<file path="config.mk">
export PLATFORM = sky130hd
export DESIGN_NAME = lane_serializer_flat
export DESIGN_NICKNAME = d
export VERILOG_FILES = /design/src/rtl/lane_serializer_if.sv /design/src/rtl/lane_serializer.sv /design/src/flat_wrapper.sv
export SDC_FILE = /design/constraint.sdc
export NUM_CORES = 1
export LEC_CHECK = 0
export ABC_AREA = 1
export CAP_MARGIN = 20
export CORE_ASPECT_RATIO = 1.4
export CORE_MARGIN = 3
export CORE_UTILIZATION = 45
export CTS_CLUSTER_SIZE = 40
export DETAILED_ROUTE_END_ITERATION = 8
export PLACE_DENSITY = 0.78
export SETUP_SLACK_MARGIN = 0.4
export SLEW_MARGIN = 20
export SYNTH_ARGS = -nofsm -noshare
export SYNTH_HDL_FRONTEND = slang
export SYNTH_SLANG_ARGS = --single-unit
</file>
<file path="constraint.sdc">
create_clock -name clk -period 1.7 [get_ports clk]
set_input_delay 0.34 -clock clk [delete_from_list [all_inputs] [get_ports clk]]
set_output_delay 0.34 -clock clk [all_outputs]
set_load 0.02 [all_outputs]
</file>
<file path="src/rtl/lane_serializer_if.sv">
// lane_serializer_if: load handshake and output stream bundle for lane_serializer.
// Parameters: W (lane width), LANES (lane count); SEL_W is derived.
// Signals:
//   load_valid/load_ready, load_data, start_idx, count  - run request
//   dir (only with LANE_SERIALIZER_REVERSE_EN)          - step direction
//   out_valid/out_ready, out_data, out_idx, out_last    - beat stream
//   busy, done                                          - status
// Modports: master drives requests and out_ready; slave is the serializer.
interface lane_serializer_if #(
    parameter int unsigned W     = 8,
    parameter int unsigned LANES = 16
);
    localparam int unsigned SEL_W = $clog2(LANES);

    logic                 load_valid;
    logic                 load_ready;
    logic [LANES*W-1:0]   load_data;
    logic [SEL_W-1:0]     start_idx;
    logic [SEL_W:0]       count;
`ifdef LANE_SERIALIZER_REVERSE_EN
    logic                 dir;
`endif
    logic                 out_valid;
    logic                 out_ready;
    logic [W-1:0]         out_data;
    logic [SEL_W-1:0]     out_idx;
    logic                 out_last;
    logic                 busy;
    logic                 done;

`ifdef LANE_SERIALIZER_REVERSE_EN
    modport master (
        output load_valid, load_data, start_idx, count, dir, out_ready,
        input  load_ready, out_valid, out_data, out_idx, out_last, busy, done
    );
    modport slave (
        input  load_valid, load_data, start_idx, count, dir, out_ready,
        output load_ready, out_valid, out_data, out_idx, out_last, busy, done
    );
`else
    modport master (
        output load_valid, load_data, start_idx, count, out_ready,
        input  load_ready, out_valid, out_data, out_idx, out_last, busy, done
    );
    modport slave (
        input  load_valid, load_data, start_idx, count, out_ready,
        output load_ready, out_valid, out_data, out_idx, out_last, busy, done
    );
`endif
endinterface

</file>
<file path="src/rtl/lane_serializer.sv">
// lane_serializer: captures LANES lanes of W bits and emits a run of count
// lanes starting at start_idx, wrapping modulo LANES, one per accepted beat.
// Ports:
//   clk   - clock, rising edge
//   rst_n - asynchronous active-low reset
//   bus   - lane_serializer_if.slave (load handshake, beat stream, busy/done)
// Optional: define LANE_SERIALIZER_REVERSE_EN to add the dir input; dir=1
// walks the lanes downward.
module lane_serializer #(
    parameter int unsigned W     = 8,
    parameter int unsigned LANES = 16
) (
    input  logic            clk,
    input  logic            rst_n,
    lane_serializer_if.slave bus
);
    localparam int unsigned SEL_W = $clog2(LANES);
    localparam int unsigned CNT_W = SEL_W + 1;

    typedef enum logic {
        IDLE = 1'b0,
        SEND = 1'b1
    } state_e;

    state_e             state_q, state_d;
    logic [W-1:0]       lane_q [LANES];
    logic [SEL_W-1:0]   ptr_q, ptr_d;
    logic [CNT_W-1:0]   rem_q, rem_d;
    logic               last_q, last_d;
    logic               done_q, done_d;
    logic               load_en;
    logic [SEL_W-1:0]   start_mod;
    logic [CNT_W-1:0]   cnt_clamp;
    logic [SEL_W-1:0]   ptr_inc;
    logic [SEL_W-1:0]   ptr_step;

    // start_idx < 2^SEL_W < 2*LANES, so one subtraction completes the modulo
    assign start_mod = (CNT_W'(bus.start_idx) >= CNT_W'(LANES))
                       ? bus.start_idx - SEL_W'(LANES) : bus.start_idx;
    // each lane is emitted at most once per run
    assign cnt_clamp = (bus.count > CNT_W'(LANES)) ? CNT_W'(LANES) : bus.count;
    assign ptr_inc   = (ptr_q == SEL_W'(LANES - 1)) ? '0 : ptr_q + SEL_W'(1);

`ifdef LANE_SERIALIZER_REVERSE_EN
    logic dir_q, dir_d;
    logic [SEL_W-1:0] ptr_dec;
    assign ptr_dec  = (ptr_q == '0) ? SEL_W'(LANES - 1) : ptr_q - SEL_W'(1);
    assign ptr_step = dir_q ? ptr_dec : ptr_inc;
`else
    assign ptr_step = ptr_inc;
`endif

    // next-state and capture control
    always_comb begin
        state_d = state_q;
        ptr_d   = ptr_q;
        rem_d   = rem_q;
        last_d  = last_q;
        done_d  = 1'b0;
        load_en = 1'b0;
`ifdef LANE_SERIALIZER_REVERSE_EN
        dir_d   = dir_q;
`endif
        case (state_q)
            IDLE: begin
                if (bus.load_valid) begin
                    load_en = 1'b1;
                    ptr_d   = start_mod;
                    rem_d   = cnt_clamp;
                    last_d  = (cnt_clamp == CNT_W'(1));
`ifdef LANE_SERIALIZER_REVERSE_EN
                    dir_d   = bus.dir;
`endif
                    if (cnt_clamp == '0) begin
                        done_d = 1'b1;
                    end else begin
                        state_d = SEND;
                    end
                end
            end
            SEND: begin
                if (bus.out_ready) begin
                    ptr_d  = ptr_step;
                    rem_d  = rem_q - CNT_W'(1);
                    last_d = (rem_q == CNT_W'(2));
                    if (rem_q == CNT_W'(1)) begin
                        state_d = IDLE;
                        done_d  = 1'b1;
                        last_d  = 1'b0;
                    end
                end
            end
            default: state_d = IDLE;
        endcase
    end

    // state and lane buffer registers
    always_ff @(posedge clk or negedge rst_n) begin
        if (!rst_n) begin
            state_q <= IDLE;
            ptr_q   <= '0;
            rem_q   <= '0;
            last_q  <= 1'b0;
            done_q  <= 1'b0;
`ifdef LANE_SERIALIZER_REVERSE_EN
            dir_q   <= 1'b0;
`endif
            for (int i = 0; i < int'(LANES); i++) begin
                lane_q[i] <= '0;
            end
        end else begin
            state_q <= state_d;
            ptr_q   <= ptr_d;
            rem_q   <= rem_d;
            last_q  <= last_d;
            done_q  <= done_d;
`ifdef LANE_SERIALIZER_REVERSE_EN
            dir_q   <= dir_d;
`endif
            if (load_en) begin
                for (int i = 0; i < int'(LANES); i++) begin
                    lane_q[i] <= bus.load_data[i*W +: W];
                end
            end
        end
    end

    assign bus.load_ready = (state_q == IDLE);
    assign bus.out_valid  = (state_q == SEND);
    assign bus.busy       = (state_q == SEND);
    assign bus.out_data   = lane_q[ptr_q];
    assign bus.out_idx    = ptr_q;
    assign bus.out_last   = last_q;
    assign bus.done       = done_q;

endmodule

</file>
<file path="src/flat_wrapper.sv">
// flat-port wrapper written by rule: the top's interface ports become plain ports
module lane_serializer_flat 
#(
    parameter int unsigned W     = 8,
    parameter int unsigned LANES = 16
)
  (clk, rst_n, bus_load_valid, bus_load_data, bus_start_idx, bus_count, bus_out_ready, bus_load_ready, bus_out_valid, bus_out_data, bus_out_idx, bus_out_last, bus_busy, bus_done);
  lane_serializer_if #(.W(W), .LANES(LANES)) bus_i ();
  input  logic clk;
  input  logic rst_n;
  input wire logic [$bits(bus_i.load_valid)-1:0] bus_load_valid;
  input wire logic [$bits(bus_i.load_data)-1:0] bus_load_data;
  input wire logic [$bits(bus_i.start_idx)-1:0] bus_start_idx;
  input wire logic [$bits(bus_i.count)-1:0] bus_count;
  input wire logic [$bits(bus_i.out_ready)-1:0] bus_out_ready;
  output wire logic [$bits(bus_i.load_ready)-1:0] bus_load_ready;
  output wire logic [$bits(bus_i.out_valid)-1:0] bus_out_valid;
  output wire logic [$bits(bus_i.out_data)-1:0] bus_out_data;
  output wire logic [$bits(bus_i.out_idx)-1:0] bus_out_idx;
  output wire logic [$bits(bus_i.out_last)-1:0] bus_out_last;
  output wire logic [$bits(bus_i.busy)-1:0] bus_busy;
  output wire logic [$bits(bus_i.done)-1:0] bus_done;
  assign bus_i.load_valid = bus_load_valid;
  assign bus_i.load_data = bus_load_data;
  assign bus_i.start_idx = bus_start_idx;
  assign bus_i.count = bus_count;
  assign bus_i.out_ready = bus_out_ready;
  assign bus_load_ready = bus_i.load_ready;
  assign bus_out_valid = bus_i.out_valid;
  assign bus_out_data = bus_i.out_data;
  assign bus_out_idx = bus_i.out_idx;
  assign bus_out_last = bus_i.out_last;
  assign bus_busy = bus_i.busy;
  assign bus_done = bus_i.done;
  lane_serializer #(.W(W), .LANES(LANES)) u_core (.clk(clk), .rst_n(rst_n), .bus(bus_i));
endmodule
</file>
==> flow_summary.yaml <==
route:
  avgRoutedWirePerCell_um: 21.84
  drt-pass1-iter-count: 6
  drt_iter0_drc: 748
  route.detailed.drc: 0
  drt_wl_total_um: 30890
  ant_nets: 0
  via_per_inst: 5.738
  vias: 8113
worst_setup_path:
  rr_startpoint: "u_core.bus.out_idx[0]$_DFFE_PN0P_"
  path_cells: "buf_12 > buf_12 > nand2_1 > nand2_1 > nor2_2 > nor2_2 > nand2_1 > nand2_2 > buf_6"
  crit_top_cell: "nand2_1"
  startpoint_type: "flip-flop"
  r2r_end: "u_core.bus.out_idx[0]$_DFFE_PN0P_"
  cpPeakStageDelay_ns: 0.53
  cp_data_arrival_time_ns: 2.06
  cp_max_fo: 9
  r2r_setup_slack_ns: 0.01
  crit_path_end_kind: "output pin"
  required_ns: 1.36
  worstSetupPathType: "flip-flop to output pin"
  crit_path_top_delay_cell: "dfrtp_4"
  reg2regPathDepth: 7
synth:
  synthesis.nets: 1100
  synth-seq-cells: 140
  avgSynthCellArea_um2: 7.347
  synth.largest_area_cell: "dfrtp_1"
  synth_cell_types: 25
  yosysSeqAreaShare_pct: 49.93
  synth_area_um2: 7017
  syn_inst: 955
  synth.area.top_cells: "dfrtp_1, nand2_1, inv_1"
  yosys.area.top_type_share_pct: 49.93
  yosys_warnings: 0
timing:
  final-setup-viol-count: 9
  fin_worst_skew_ns: 0.009017
  period_share_pct: 141.2
  tightest_slew_ns: 0.4617
  grt_setup_unrepaired: "yes"
  worst_slack_ns: -0.6999
  max_freq_mhz: 416.7
  hold_viol: 0
  slew_headroom_pct: 69.17
  min_period_ns: 2.400
  slew_violations: 0
global_route:
  grt_pass1_wl_um: 33870
  grt.total_usage_pct: 24.70
  antenna_found_initial: 2
  grt_overflow_total: 0
  grt_pass1_vias: 6904
  grt_max_degree: 78
pwr:
  pwr-share-seq_pct: 27.0
  p_sw_share_pct: 42.42
  clkPwrFrac_pct: 18.7
  power_switching_w: 0.009597
  p_comb_share_pct: 54.4
  p_leak_nw: 6.234
  internal_power_w: 0.01302
  vdd_ir_drop_max_mv: 1.224
  power.density_nw_per_um2: 1829
clock_network:
  cts_max_path_buffers: 2
  cts_buffers: 17
  cts_root_buffer: "clkbuf_16"
  cts_tree: "built"
  path_clk_slew_ns: 0.06
  clk_latency_ns: 0.43
  cts_max_level: 4
  clock_sinks: 140
place:
  dp_slack_ns: -0.5626
  placed_area_um2: 9115
  io_buffers: 157
  place_hpwl_um: 14270
  place_congestion: 0.8539
worst_hold_path:
  hold_end: "u_core.bus.busy$_DFF_PN0_"
  whs_path_depth: 3
  hp-class: "primary input to flip-flop"
  hold_start: "bus_load_valid"
run_status:
  status: "complete, but fails checks"
  failed_checks: "setup timing"
layout:
  stdcell_area_um2: 12370
  multi_input_area_um2: 4165
  fillers: 728
  register_area_um2: 3511
  syn_to_final_growth_pct: 76.30
  drive_gt1_share_pct: 39.15
  fin_nets: 1353
floorplan:
  die_x_um: 111.5
  rows: 53
  io_pins: 158
  initial_utilization_pct: 46.41
  die_h_um: 153.8
  coreArea_um2: 15120
  dieArea_um2: 17150
job:
  maxCapViolCount: 0
## power by group through the flow
stage	clock (W)	combinational, W	sequential, W
6_report	0.00422	0.0123	0.00610
5_1_grt	0.00434	0.0130	0.00617
4_1_cts	0.00416	0.00907	0.00576
3_5_place_dp	0	0.00805	0.00582
3_3_place_gp	0	0.00789	0.00578
2_1_floorplan	0	0.00502	0.00558
## final cells by class
| cell class | instances | share of cell area [%] |
|---|---|---|
| clock buffers | 19 | 3.580 |
| diodes | 1 | 0.02023 |
| clock inverters | 13 | 1.719 |
| well taps | 192 | 1.942 |
| repair inverters | 5 | 0.6271 |
| multi-input cells | 678 | 33.67 |
| repair buffers | 280 | 26.96 |
| flip-flops and latches | 140 | 28.38 |
| inverters | 86 | 3.095 |
## through the flow
stage / setup TNS, ns / total power [W] / hold slack [ns] / utilization (%) / cells
detailed placement: -5.138 / 0.01388 / 0.3656 / 60.29 / 1318
global route: -5.545 / 0.02351 / 0.4469 / 81.82 / 1414
global placement: -4.888 / 0.01367 / 0.3665 / 60.29 / 1318
floorplan: 0 / 0.01061 / 0.04441 / - / 955
CTS: -4.063 / 0.01900 / 0.4437 / 67.30 / 1365
finish: -5.307 / 0.02262 / 0.4363 / 81.82 / 1414
## metal layers
metal	global-route usage [%]	part of all wire (%)	wire (µm)
met1	30.93	33	10250
met2	41.01	49	15200
met3	4.213	8.9	2760
met4	12.87	8.6	2662
met5	0	0.042	13
## cell usage in the layout (no fill, tap or decap), types with 5 or more instances in the layout
cell type,count
buf_12,18
buf_16,7
buf_4,54
buf_6,32
buf_8,10
bufinv_16,5
clkbuf_16,34
clkdlybuf4s50_1,138
dfrtp_1,136
inv_1,74
inv_2,5
inv_6,6
nand2_1,243
nand2_2,117
nand2_4,90
nand2_8,5
nand3_1,50
nand3_2,7
nor2_1,46
nor2_2,10
nor2_4,5
o21ai_0,11
o21ai_1,33
o21ai_2,44
## flip-flops by register name (all words and copies together), names as in the netlist
register	flops
u_core.bus.out_last	1
u_core.bus.busy	1
u_core.bus.out_idx	4
u_core.bus.done	1
u_core.rem_q	5
u_core.lane_q	128
## cell families after synthesis
family	after synthesis	synth area share, %
flip-flops	140	49.93
adder cells (fa/ha/maj)	4	0.7133
AND/OR/NAND/NOR	576	32.17
AO/OA/AOI/OAI	97	7.062
buffers and inverters	138	10.13
## critical path: cells and delay by family (launching register included)
| family | cells | cell delay [ns] |
|---|---|---|
| AND/OR/NAND/NOR | 6 | 0.64 |
| flip-flops | 1 | 0.53 |
| buffers and inverters | 3 | 0.46 |
## how the worst max path moves through the flow
stage,from,end
final,u_core.bus.out_idx[0]$_DFFE_PN0P_,bus_out_data[5]
after global routing,u_core.bus.out_idx[0]$_DFFE_PN0P_,bus_out_data[0]
after CTS,u_core.bus.out_idx[0]$_DFFE_PN0P_,bus_out_data[1]
after detailed placement,u_core.bus.out_idx[0]$_DFFE_PN0P_,bus_out_data[6]
after global placement,u_core.bus.out_idx[0]$_DFFE_PN0P_,bus_out_data[6]
after floorplan,u_core.bus.out_idx[0]$_DFFE_PN0P_,bus_out_data[6]
## timing repair
action / CTS / global route
resized for setup: 162 / 445
endpoints found under the hold margin: 140 / 0
gates cloned: 5 / 30
pin swaps: 28 / 96
endpoints found under the setup margin: 81 / 119
setup buffers: 9 / 18
hold buffers: 1 / 0
## cells in the mapped netlist
master and number:
a21oi_1 3, nand2_1 453, inv_4 1, a31oi_1 1, nor2_1 60, nor2_4 1, o21ai_1 33, inv_2 5
inv_1 79, o21ai_0 56, ha_1 4, nand2_4 1, buf_2 14, nand4_1 3, a21boi_0 1, buf_6 14
buf_4 18, clkinv_1 1, o21a_1 1, a22oi_1 1, nand3_1 58, dfrtp_1 140, o22ai_1 1, clkbuf_1 5
buf_1 1
Note: power is estimated with default switching activity, not from simulation.
